<file path="config.mk">
export PLATFORM = sky130hd
export DESIGN_NAME = bit_shift_adder_core
export DESIGN_NICKNAME = d
export VERILOG_FILES = /design/src/rtl/bit_shift_adder_pkg.sv /design/src/rtl/bit_shift_adder_core_full_adder_cell.sv /design/src/rtl/bit_shift_adder_core.sv
export SDC_FILE = /design/constraint.sdc
export NUM_CORES = 1
export LEC_CHECK = 0
export ABC_AREA = 1
export CAP_MARGIN = 20
export CORE_MARGIN = 10
export CORE_UTILIZATION = 35
export CTS_CLUSTER_DIAMETER = 50
export DETAILED_ROUTE_END_ITERATION = 16
export GPL_ROUTABILITY_DRIVEN = 0
export SYNTH_ARGS = -nofsm -noshare
export SYNTH_HDL_FRONTEND = slang
export SYNTH_SLANG_ARGS = --single-unit
</file>
<file path="constraint.sdc">
create_clock -name clk -period 1.2 [get_ports clk]
set_input_delay 0.24 -clock clk [delete_from_list [all_inputs] [get_ports clk]]
set_output_delay 0.24 -clock clk [all_outputs]
set_load 0.02 [all_outputs]
</file>
<file path="src/rtl/bit_shift_adder_pkg.sv">
// Shared helpers for the bit-serial adder: counter sizing and step count.
// BIT_SHIFT_ADDER_CARRY_OUT_EN adds one extra step that emits the carry-out.
package bit_shift_adder_pkg;

    // Wide enough to count up to width+1 steps
    function automatic int cnt_width(input int w);
        return $clog2(w + 2);
    endfunction

    // Number of serial steps per addition
    function automatic int total_steps(input int w);
`ifdef BIT_SHIFT_ADDER_CARRY_OUT_EN
        return w + 1;
`else
        return w;
`endif
    endfunction

`ifdef BIT_SHIFT_ADDER_CARRY_OUT_EN
    localparam bit CARRY_OUT_EN = 1'b1;
`else
    localparam bit CARRY_OUT_EN = 1'b0;
`endif

endpackage

</file>
<file path="src/rtl/bit_shift_adder_core_full_adder_cell.sv">
// Single-bit full adder used for the serial step equations.
module full_adder_cell (
    input  logic a,
    input  logic b,
    input  logic cin,
    output logic s,
    output logic cout
);

    assign s    = a ^ b ^ cin;
    assign cout = (a & b) | (a & cin) | (b & cin);

endmodule

</file>
<file path="src/rtl/bit_shift_adder_core.sv">
// Bit-serial adder: parallel load, then one LSB-first sum bit per enabled step.
// Defining BIT_SHIFT_ADDER_CARRY_OUT_EN appends the carry-out as a final bit.
module bit_shift_adder_core
    import bit_shift_adder_pkg::*;
#(
    parameter int DATA_WIDTH = 8
) (
    input  logic                  clk,
    input  logic                  rst,
    input  logic                  ce,
    input  logic                  en,
    input  logic                  load,
    input  logic [DATA_WIDTH-1:0] a0,
    input  logic [DATA_WIDTH-1:0] a1,
    output logic                  a_i
);

    localparam int TOTAL = total_steps(DATA_WIDTH);
    localparam int CW    = cnt_width(DATA_WIDTH);
    localparam logic [CW-1:0] LAST_CNT = CW'(TOTAL - 1);

    logic [DATA_WIDTH-1:0] sh0_q, sh0_d;
    logic [DATA_WIDTH-1:0] sh1_q, sh1_d;
    logic                  carry_q, carry_d;
    logic [CW-1:0]         cnt_q, cnt_d;
    logic                  busy_q, busy_d;
    logic                  out_q, out_d;

    logic sum_bit;
    logic carry_next;

    full_adder_cell u_fa (
        .a    (sh0_q[0]),
        .b    (sh1_q[0]),
        .cin  (carry_q),
        .s    (sum_bit),
        .cout (carry_next)
    );

    // Load beats step; idle forces the output low, a paused step holds everything.
    always_comb begin
        sh0_d   = sh0_q;
        sh1_d   = sh1_q;
        carry_d = carry_q;
        cnt_d   = cnt_q;
        busy_d  = busy_q;
        out_d   = out_q;
        if (load) begin
            sh0_d   = a0;
            sh1_d   = a1;
            carry_d = 1'b0;
            cnt_d   = '0;
            busy_d  = 1'b1;
            out_d   = 1'b0;
        end else if (busy_q) begin
            if (en) begin
                out_d   = sum_bit;
                carry_d = carry_next;
                sh0_d   = {1'b0, sh0_q[DATA_WIDTH-1:1]};
                sh1_d   = {1'b0, sh1_q[DATA_WIDTH-1:1]};
                cnt_d   = cnt_q + 1'b1;
                if (cnt_q == LAST_CNT) begin
                    busy_d = 1'b0;
                end
            end
        end else begin
            out_d = 1'b0;
        end
    end

    always_ff @(posedge clk) begin
        if (rst) begin
            sh0_q   <= '0;
            sh1_q   <= '0;
            carry_q <= 1'b0;
            cnt_q   <= '0;
            busy_q  <= 1'b0;
            out_q   <= 1'b0;
        end else if (ce) begin
            sh0_q   <= sh0_d;
            sh1_q   <= sh1_d;
            carry_q <= carry_d;
            cnt_q   <= cnt_d;
            busy_q  <= busy_d;
            out_q   <= out_d;
        end
    end

    assign a_i = out_q;

endmodule

</file>
==> summary.md <==
| Metric | Value |
|---|---|
| Status | `finished with violations` |
| Failing checks | `negative setup slack` |
| Pins Over Slew Limit | `0` |
| Initial antenna violation count | `0` |
| Crit path required time | `between 1 and 1.5 ns` |
| Routed len/inst | `11.56 µm` |
| Post-Synth Simple-Gate Area | `33.23%` |
| # DRC | `0` |
| Yosys reg bits | `23` |
| Final WL | `2867 µm` |
| Critical Path Max Stage Delay | `0.53 ns` |
| Syn. warnings | `0` |
| Num CTS Buffers | `3` |
| Core area | `around 3300 µm²` |
| Fraction of the mapped netlist area in adder cells | `2.734%` |
| Net Sw Power | `428.5 µW` |
| Iter 0 DRT Violations | `66` |
| Longest Clk Path Bufs | `2` |
| Starting Density | `between 30% and 40%` |
| Hold_buf cts | `0` |
| Avg Synthesized Cell Area | `6.878 µm²` |
| Post-Synth XOR/XNOR Area | `0%` |
| Pre-CTS setup slack | `-0.4157 ns` |
| Relative slew slack | `81.28%` |
| First-pass GRT wire length | `5016 µm` |
| Share of cells above drive strength 1 | `approximately 15%` |
| Crit-path slowest cell | `fa_1` |
| Logic pwr share | `22.2%` |
| Skew-Pair Late Insertion Delay | `0.31 ns` |
| Max Cap Viol | `0` |
| Final hold violations | `0` |
| Syn nets | `196` |
| TritonCTS Sinks | `23` |
| Largest family of logic cells by synthesized area | `simple AND/OR/NAND/NOR gates` |
| RSZ-0062 raised after global routing | `yes` |
| Vias per Instance | `4.629` |
| Power Dens Cells | `990.0 nW/µm²` |
| CP Capture Type | `flip-flop` |
| CP bufs+invs | `1` |
| Mux contribution to synthesized area | `0%` |
| Startpoint types | `flip-flop` |
| H-tree depth | `1` |
| Remaining antenna violation count | `0` |
| DP Area | `1518 µm²` |
| Pin count of the biggest net entering global routing | `20` |
| Mapped Area | `1190 µm²` |
| # IOs | `22` |
| Leak | `slightly below 0.0007 µW` |
| Critical path arrival | `1.47 ns` |
| Final instance area | `1555 µm²` |
| Cell breakdown of the critical path | `inv_2, fa_1, nand2_1, a21boi_2, nor3_2` |
| Via Count | `1148` |
| Final worst slack | `-0.05878 ns` |
| Register area share after synthesis | `38.70%` |
| CTS root buffer | `clkbuf_4` |
| Synth-to-layout area growth | `30.70%` |
| Sw Ratio | `between 20% and 30%` |
| Internal power | `about 1100 µW` |
| Diode count | `0` |
| Fmax | `0.7944 GHz` |
| TritonCTS clock tree | `done` |
| Top delay family on crit path | `adder cells` |
| Min Tclk post-route | `1.259 ns` |
| Maximum fanout along the worst path | `2` |
| Worst slew pin tran | `0.2808 ns` |
| Final TNS setup | `-0.05878 ns` |
| Rows | `21` |
| Vias in the first global route | `1181` |
| Chip width | `78.31 µm` |
| Final nets | `226` |
| Global route overflow | `0` |
| Post-Place Cells | `approximately 240` |
| Clock Pin Slew Worst Setup and Hold Paths | `0.13 ns` |
| Final cell count without fillers | `248` |
| R2R Setup Slk | `-0.06 ns` |
| Mapped Cells | `approximately 170` |
| Total GRT Usage | `~10%` |
| Setup Skew | `0.004793 ns` |
| Post-synthesis cell type count | `21` |
| Hpwl dp | `2205 µm` |
| Hold Crit Class | `flip-flop to flip-flop` |
| Seq pwr share | `54.4%` |
| Detailed Routing Iterations Pass 1 | `4` |
| Clock share of power | `between 20% and 30%` |
| Port buffer count | `21` |
| Peak VDD IR | `roughly 1100 µV` |
| Overall power | `1540 µW` |
| Setup CP Type | `flip-flop to flip-flop` |
| Setup violations, final | `1` |
| Compound-Gate Fraction of Synth Area | `15.35%` |
| Final cycle utilization of the critical path | `104.9%` |
| DIE AREA | `6132 µm²` |
| Die Height | `78.31 µm` |
## cells in the mapped netlist (all sizes together)
library cell  number  area, µm²
a21boi             1      7.510
a21oi             21      105.1
buf                9      71.31
clkbuf             1      3.750
dfxtp             23      460.4
fa                 1      20.02
ha                 1      12.51
inv               11      43.80
nand2             63      269.0
nand3              6      35.03
nand4              3      18.77
nor2              18      67.56
nor3               1      5.000
o21ai             14      70.07
## repair_timing
| action | in CTS | in global routing |
|---|---|---|
| pin swaps | 0 | 1 |
| setup buffers | 0 | 1 |
| endpoints found under the setup margin | 20 | 4 |
| gates resized for setup | 7 | 6 |
| cloned | 0 | 0 |
## path summary, 6_finish.rpt
path / from / to / cells past startpoint
setup / recovery: carry_q$_SDFFE_PP0P_ / a_i$_SDFFE_PP0P_ / 5
hold / removal: sh0_q[7]$_SDFFE_PP0P_ / sh0_q[7]$_SDFFE_PP0P_ / 2
setup reg to reg: carry_q$_SDFFE_PP0P_ / a_i$_SDFFE_PP0P_ / 5
hold reg to reg: sh0_q[7]$_SDFFE_PP0P_ / sh0_q[7]$_SDFFE_PP0P_ / 2
## per-layer routing
metal	vias up	GRT usage [%]	share of wire (%)
met5	-	0	0
met4	0	2.867	1.5
met3	4	2.620	3.0
met2	19	17.76	48
met1	515	10.64	48
li1	610	-	-
## cell type report
cell class / instances / area, µm²
clock buffer: 4 / 26.28
timing repair buffer: 35 / 345.3
tap: 46 / 57.56
inverter: 11 / 43.79
fill: 363 / 1755
multi-input combinational: 129 / 619.3
sequential: 23 / 462.9
## stage by stage
stage | hold WS [ns] | util [%]
5_1_grt | 0.4952 | 46.98
4_1_cts | 0.4767 | 46.64
2_1_floorplan | 0.3871 | -
3_3_place_gp | 0.4508 | 45.84
3_5_place_dp | 0.4575 | 45.84
6_report | 0.4772 | 46.98
## flip-flops by register name (all words and copies together) (netlist names)
name and count:
sh0_q 8, sh1_q 8, cnt_q 4, a_i 1
busy_q 1, carry_q 1
## tightest hold or removal path, stage by stage, from the launching register on
cell and delay, ns:
dfxtp_1 0.34, nand2_1 0.06, a21oi_1 0.05
## power groups by stage
stage | Sequential [µW] | Combinational, µW | Clock (µW)
detailed placement | 853 | 344 | 0
global placement | 852 | 339 | 0
floorplan | 848 | 202 | 0
CTS | 836 | 341 | 371
global route | 842 | 388 | 400
finish | 837 | 342 | 361
## cell usage in the layout, fill, tap and decap left out, types with 5 or more instances in the layout
cell type,synthesis,final
o21ai_1,4,6
clkdlybuf4s50_1,0,18
o21ai_0,10,8
dfxtp_1,23,21
nor2_1,18,18
inv_1,10,9
nand3_1,5,5
a21oi_1,21,21
buf_4,3,11
nand2_1,58,58
## cells by family (layout without fill, tap and decap cells)
kind of cell,count (synthesis),count (layout)
buffers and inverters,21,50
adders and majority gates,2,2
DFF,23,23
AOI/OAI and AO/OA,36,36
and+or+nand+nor,91,91
Note: power is estimated with default switching activity, not from simulation.
